==> config.mk <==
export PLATFORM = sky130hd
export DESIGN_NAME = alu_arbiter
export DESIGN_NICKNAME = d
export VERILOG_FILES = /design/src/rtl/alu_pkg.sv /design/src/rtl/alu_arbiter_alu.sv /design/src/rtl/alu_arbiter.sv
export SDC_FILE = /design/constraint.sdc
export NUM_CORES = 1
export LEC_CHECK = 0
export BUFFER_PORTS_ARGS = -buffer_cell sky130_fd_sc_hd__buf_2
export CAP_MARGIN = 0
export CELL_PAD_IN_SITES_DETAIL_PLACEMENT = 1
export CELL_PAD_IN_SITES_GLOBAL_PLACEMENT = 1
export CORE_MARGIN = 1.5
export CORE_UTILIZATION = 40
export DETAILED_ROUTE_END_ITERATION = 7
export HOLD_SLACK_MARGIN = 0.02
export PLACE_DENSITY_LB_ADDON = 0.25
export REMOVE_ABC_BUFFERS = 1
export SLEW_MARGIN = 30
export SYNTH_ARGS = -nofsm -noshare
export SYNTH_HDL_FRONTEND = slang
export SYNTH_HIERARCHICAL = 1
export SYNTH_SLANG_ARGS = --single-unit
==> constraint.sdc <==
create_clock -name clk -period 3.3 [get_ports clk]
set_input_delay 0.495 -clock clk [delete_from_list [all_inputs] [get_ports clk]]
set_output_delay 0.495 -clock clk [all_outputs]
set_load 0.005 [all_outputs]
==> src/rtl/alu_pkg.sv <==
// ---------------------------------------------------------------------------
// alu_pkg
// Shared widths, opcode encoding and arbiter FSM states for the ALU arbiter
// slice (alu_arbiter and its ALU sub-module).
//   DATA_W  : operand / result width
//   OP_W    : opcode width
//   OVF_W   : overflow flag width ({signed overflow, carry out})
//   NUM_REQ : number of requesters served by the arbiter
// ---------------------------------------------------------------------------
package alu_pkg;

    localparam int DATA_W  = 8;
    localparam int OP_W    = 3;
    localparam int OVF_W   = 2;
    localparam int NUM_REQ = 2;

    typedef enum logic [OP_W-1:0] {
        OP_AND = 3'b000,
        OP_XOR = 3'b001,
        OP_SHL = 3'b010,
        OP_SHR = 3'b011,
        OP_ADD = 3'b100
    } alu_op_e;

    typedef enum logic [1:0] {
        ST_IDLE = 2'd0,
        ST_EXEC = 2'd1,
        ST_RESP = 2'd2
    } arb_state_e;

    // Opcodes above ADD have no ALU function and are flagged as errors.
    function automatic logic op_is_illegal(input logic [OP_W-1:0] op);
        return (op > OP_ADD);
    endfunction

endpackage

==> src/rtl/alu_arbiter_alu.sv <==
// ---------------------------------------------------------------------------
// alu_arbiter_alu
// Purely combinational 8-bit ALU shared by the arbiter.
// Ports:
//   op       in  OP_W    opcode (AND, XOR, SHL, SHR, ADD; others -> default)
//   r1       in  DATA_W  first operand; shift amount for SHL/SHR
//   r2       in  DATA_W  second operand; value being shifted for SHL/SHR
//   out      out DATA_W  result (0 for undefined opcodes)
//   overflow out OVF_W   {signed overflow, carry out}, ADD only, else 0
//   zf       out 1       result is zero
// ---------------------------------------------------------------------------
module alu_arbiter_alu
    import alu_pkg::*;
(
    input  logic [OP_W-1:0]   op,
    input  logic [DATA_W-1:0] r1,
    input  logic [DATA_W-1:0] r2,
    output logic [DATA_W-1:0] out,
    output logic [OVF_W-1:0]  overflow,
    output logic              zf
);

    logic [DATA_W:0] sum;
    logic            signed_ovf;

    assign sum = {1'b0, r1} + {1'b0, r2};
    // Two same-sign operands producing a result of the other sign.
    assign signed_ovf = (r1[DATA_W-1] == r2[DATA_W-1]) &&
                        (sum[DATA_W-1] != r1[DATA_W-1]);

    always_comb begin
        out      = '0;
        overflow = '0;
        case (op)
            OP_AND: out = r1 & r2;
            OP_XOR: out = r1 ^ r2;
            // Shift amounts of DATA_W or more clear the result.
            OP_SHL: out = r2 << r1;
            OP_SHR: out = r2 >> r1;
            OP_ADD: begin
                out      = sum[DATA_W-1:0];
                overflow = {signed_ovf, sum[DATA_W]};
            end
            default: begin
                out      = '0;
                overflow = '0;
            end
        endcase
    end

    assign zf = (out == '0);

endmodule

==> src/rtl/alu_arbiter.sv <==
// ---------------------------------------------------------------------------
// alu_arbiter
// Two-requester front end to one shared ALU. One operation is in flight at a
// time: IDLE accepts a request, EXEC evaluates it from the operand registers,
// RESP holds the result until the owning requester takes it.
// Ports:
//   clk, rst_n              clock, synchronous active-low reset
//   reqN_valid/ready        request handshake for requester N (N = 0, 1)
//   reqN_op, reqN_r1/r2     opcode and operands of requester N
//   rspN_valid/ready        response handshake for requester N
//   rsp_data/ovf/zf/err     shared result bus, qualified by rspN_valid
// Configuration macro:
//   ALU_ARB_FIXED_PRIO_EN   defined: requester 0 always wins a tie and no
//                           last-grant state exists; undefined: round-robin.
// ---------------------------------------------------------------------------
module alu_arbiter
    import alu_pkg::*;
(
    input  logic              clk,
    input  logic              rst_n,
    input  logic              req0_valid,
    output logic              req0_ready,
    input  logic [OP_W-1:0]   req0_op,
    input  logic [DATA_W-1:0] req0_r1,
    input  logic [DATA_W-1:0] req0_r2,
    input  logic              req1_valid,
    output logic              req1_ready,
    input  logic [OP_W-1:0]   req1_op,
    input  logic [DATA_W-1:0] req1_r1,
    input  logic [DATA_W-1:0] req1_r2,
    output logic              rsp0_valid,
    input  logic              rsp0_ready,
    output logic              rsp1_valid,
    input  logic              rsp1_ready,
    output logic [DATA_W-1:0] rsp_data,
    output logic [OVF_W-1:0]  rsp_ovf,
    output logic              rsp_zf,
    output logic              rsp_err
);

    // Requester ports gathered into vectors so per-requester logic is uniform.
    logic [NUM_REQ-1:0] req_valid;
    logic [NUM_REQ-1:0] req_ready;
    logic [NUM_REQ-1:0] rsp_ready_vec;
    logic [OP_W-1:0]    req_op [NUM_REQ];
    logic [DATA_W-1:0]  req_r1 [NUM_REQ];
    logic [DATA_W-1:0]  req_r2 [NUM_REQ];

    assign req_valid     = {req1_valid, req0_valid};
    assign rsp_ready_vec = {rsp1_ready, rsp0_ready};
    assign req_op[0]     = req0_op;
    assign req_op[1]     = req1_op;
    assign req_r1[0]     = req0_r1;
    assign req_r1[1]     = req1_r1;
    assign req_r2[0]     = req0_r2;
    assign req_r2[1]     = req1_r2;

    arb_state_e         state_reg;
    logic               owner_reg;
    logic [OP_W-1:0]    op_reg;
    logic [DATA_W-1:0]  r1_reg;
    logic [DATA_W-1:0]  r2_reg;
    logic [DATA_W-1:0]  data_reg;
    logic [OVF_W-1:0]   ovf_reg;
    logic               zf_reg;
    logic               err_reg;
    logic [NUM_REQ-1:0] rsp_valid_reg;

    logic               grant_id;
    logic               accept;

    logic [DATA_W-1:0]  alu_out;
    logic [OVF_W-1:0]   alu_ovf;
    logic               alu_zf;

    // ------------------------------------------------------------------
    // Grant selection: a lone valid requester wins; a tie is resolved by
    // fixed priority or by alternating away from the last granted one.
    // ------------------------------------------------------------------
`ifdef ALU_ARB_FIXED_PRIO_EN
    assign grant_id = req_valid[1] & ~req_valid[0];
`else
    logic last_gnt_reg;

    always_comb begin
        grant_id = req_valid[1];
        if (req_valid == 2'b11) begin
            grant_id = ~last_gnt_reg;
        end
    end

    // Reset value 1 lets requester 0 win the first tie.
    always_ff @(posedge clk) begin
        if (!rst_n) begin
            last_gnt_reg <= 1'b1;
        end else if (accept) begin
            last_gnt_reg <= grant_id;
        end
    end
`endif

    // READY must follow VALID within the same cycle, so it is decoded from
    // the registered state rather than registered itself.
    genvar gi;
    generate
        for (gi = 0; gi < NUM_REQ; gi++) begin : g_req
            assign req_ready[gi] = (state_reg == ST_IDLE) && req_valid[gi] &&
                                   (grant_id == 1'(gi));
        end
    endgenerate

    assign accept = |req_ready;

    // ------------------------------------------------------------------
    // FSM plus operand / result registers.
    // ------------------------------------------------------------------
    always_ff @(posedge clk) begin
        if (!rst_n) begin
            state_reg     <= ST_IDLE;
            owner_reg     <= 1'b0;
            op_reg        <= '0;
            r1_reg        <= '0;
            r2_reg        <= '0;
            data_reg      <= '0;
            ovf_reg       <= '0;
            zf_reg        <= 1'b0;
            err_reg       <= 1'b0;
            rsp_valid_reg <= '0;
        end else begin
            case (state_reg)
                ST_IDLE: begin
                    if (accept) begin
                        owner_reg <= grant_id;
                        op_reg    <= req_op[grant_id];
                        r1_reg    <= req_r1[grant_id];
                        r2_reg    <= req_r2[grant_id];
                        state_reg <= ST_EXEC;
                    end
                end
                ST_EXEC: begin
                    data_reg      <= alu_out;
                    ovf_reg       <= alu_ovf;
                    zf_reg        <= alu_zf;
                    err_reg       <= op_is_illegal(op_reg);
                    rsp_valid_reg <= owner_reg ? 2'b10 : 2'b01;
                    state_reg     <= ST_RESP;
                end
                ST_RESP: begin
                    // Only the owner's VALID is high, so the AND ignores the
                    // other requester's READY.
                    if (|(rsp_valid_reg & rsp_ready_vec)) begin
                        rsp_valid_reg <= '0;
                        state_reg     <= ST_IDLE;
                    end
                end
                default: begin
                    rsp_valid_reg <= '0;
                    state_reg     <= ST_IDLE;
                end
            endcase
        end
    end

    // The ALU sees only the operand registers, isolating it from requester
    // inputs that change after acceptance.
    alu_arbiter_alu u_alu (
        .op       (op_reg),
        .r1       (r1_reg),
        .r2       (r2_reg),
        .out      (alu_out),
        .overflow (alu_ovf),
        .zf       (alu_zf)
    );

    assign req0_ready = req_ready[0];
    assign req1_ready = req_ready[1];
    assign rsp0_valid = rsp_valid_reg[0];
    assign rsp1_valid = rsp_valid_reg[1];
    assign rsp_data   = data_reg;
    assign rsp_ovf    = ovf_reg;
    assign rsp_zf     = zf_reg;
    assign rsp_err    = err_reg;

endmodule
==> impl_metrics.tcl <==
set metrics [dict create \
    status "completed" \
    start_kind "flop" \
    die-area_um2 7440 \
    p_per_area_nw_per_um2 457 \
    core_area_um2 6760 \
    grtUsageTotal 0.233 \
    post_dp_cell_area_um2 3120 \
    fillers 887 \
    antennaDiodeCount 0 \
    clockBufferDepth 2 \
    die_w_um 86.3 \
    critPathMaxFanout 7 \
    multi_input_area_um2 1860 \
    leakage_nw 1.32 \
    clk_latency_ns 0.29 \
    pin_count 60 \
    synth-seq-cells 37 \
    wl_um 8290 \
    fin_ws_ns 0.445 \
    num_rows 30 \
    dr_total_vias 2834 \
    synthArstFlopShare 0 \
    ant_nets 0 \
    grt_pass1_vias 2790 \
    placed_cells 479 \
    clock_sinks 37 \
    setup_tns_ns 0 \
    worst-path-stages 12 \
    yosysWarnings 6 \
    post-place-ws_ns 0.479 \
    seqCellArea_um2 741 \
    rsz0062_at_grt "false" \
    clockRootBuffer "clkbuf_8" \
    cp.required_ns 3.50 \
    synth_ff_type "dfxtp_1" \
    cts.clk_slew.worst_paths_ns 0.08 \
    syn_to_final_growth_pct 15.6 \
    slowest_delay_ns 0.46 \
    grt_pass1_wl_um 13900 \
    postCtsHoldBufs 0 \
    cts_setup_buffers 0 \
    final-instance-count-excl-fill 486 \
    routabilityCongestion 0.965 \
    finalHoldViolCount 0 \
    cp-end-kind "flop" \
    synth-edff-count 0 \
    regToRegStartpoint "r2_reg[0]" \
    hp-start "rst_n" \
    critPathKind "reg2reg" \
    drive_above_1_share 0.244 \
    synth_area_um2 2770 \
    dpl.hpwl_um 6400 \
    crit_arrival_ns 3.06 \
    fin_util 0.474 \
    cts_resized 0 \
    grt_overflow 0 \
    path_cells "ha_1 -> inv_1 -> fa_1 -> nand2b_1 -> nand3_1 -> a221o_1 -> o221ai_1 -> or3_1 -> or4_1 -> nor3_2 -> nand2_1 -> a21oi_1" \
    finalSetupViolCount 0 \
    cp_top_family "simple AND/OR/NAND/NOR gates" \
    die_h_um 86.3 \
    initial_utilization 0.411 \
    htreeDepth 2 \
    tritoncts "yes" \
    stdcell_area_um2 3210 \
    relSlewSlack 0.457 \
    fmax_ghz 0.350 \
    drv_slew 0 \
    dr.pass1.iters 4 \
    drtIter0Drc 147 \
    cts_made_buffers 5 \
    grt_max_degree 26 \
    crit_start "r2_reg[0]" \
    post_drt_wl_per_cell_um 17.1 \
    hp-class "in2reg" \
    grt_antenna_before_repair 0 \
    drc_errors 0 \
    ff2ff_path_depth 12 \
    portBuffers 59 \
    ir_worst_vdd_mv 0.180 \
    synth_area_per_cell_um2 7.86 \
    cap_violations 0 \
    period_share 0.865 \
    tightest_slew_ns 0.809 \
    hold_depth 2 \
    holdWs_ns 0.423 \
    synthCells 353 \
    period_needed_ns 2.85 \
    crit_buf_inv 1 \
    power_mw 1.46 \
    seq_area_frac_synth 0.267 \
    viasPerCell 5.83 \
    fin_skew_ns 0.00920 \
    synth_cell_types 63 \
    finalNetCount 459 \
    crit_slowest_cell "dfxtp_1" \
]
==> cells in the mapped netlist, types with 5 or more instances <==
cell / number / area share
nand2_1: 73 / 0.099
a21oi_1: 43 / 0.078
dfxtp_1: 37 / 0.27
mux2i_1: 17 / 0.061
nor2_1: 17 / 0.023
buf_2: 14 / 0.025
a311oi_2: 10 / 0.054
a311oi_1: 9 / 0.028
nor3_1: 9 / 0.016
ha_1: 8 / 0.036
nand2b_1: 7 / 0.016
a31oi_1: 6 / 0.014
clkbuf_1: 6 / 0.0081
a21o_1: 5 / 0.014
inv_1: 5 / 0.0068
nand3b_1: 5 / 0.014
o21ai_0: 5 / 0.0090
==> metal layers <==
metal  GRT usage  up-vias  wire (µm)
met5           0        -          0
met1       0.312     1365       3930
met2       0.385       55       3980
li1            -     1404          -
met4      0.0777        0        131
met3      0.0352       10        243
==> final timing paths <==
check | end | slack [ns]
setup / recovery | rsp_zf | 0.45
hold reg to reg | rsp_data[2] | 0.45
hold / removal | last_gnt_reg | 0.42
setup reg to reg | rsp_zf | 0.45
==> final cells by class <==
| cell class | instances | share of cell area |
|---|---|---|
| multi-input combinational | 283 | 0.582 |
| timing repair buffer | 72 | 0.123 |
| tap | 80 | 0.0312 |
| clock buffer | 6 | 0.0226 |
| inverter | 7 | 0.00820 |
| clock inverter | 1 | 0.00273 |
| sequential | 37 | 0.231 |
==> layout by cell type (no fill, tap or decap), types with 3 or more instances in the layout <==
master	n
a211oi_1	3
a21o_1	5
a21oi_1	43
a22oi_1	3
a311oi_1	9
a311oi_2	10
a31oi_1	6
a32oi_1	3
and3_1	3
buf_2	59
buf_4	13
clkbuf_8	5
dfxtp_1	37
ha_1	8
inv_1	5
mux2i_1	17
nand2_1	73
nand2b_1	7
nand3_1	4
nand3b_1	5
nor2_1	17
nor3_1	9
o211ai_1	3
o21ai_0	5
o21ai_1	4
xor2_1	4
==> cell families (layout without fill, tap and decap cells) <==
logic type / count (synthesis) / after routing / share of synthesized area
flops: 37 / 37 / 0.267
simple gates: 140 / 140 / 0.244
buf+inv: 33 / 86 / 0.0631
fa+ha+maj: 9 / 9 / 0.0433
xor+xnor: 5 / 5 / 0.0158
compound gates: 109 / 109 / 0.286
mux: 20 / 20 / 0.0816
==> power breakdown <==
part,total (mW),switching [mW],internal [mW]
combinational,0.590,0.342,0.248
clock,0.309,0.163,0.146
sequential,0.564,0.0706,0.494
No activity file was read; power rests on OpenSTA's default activity.
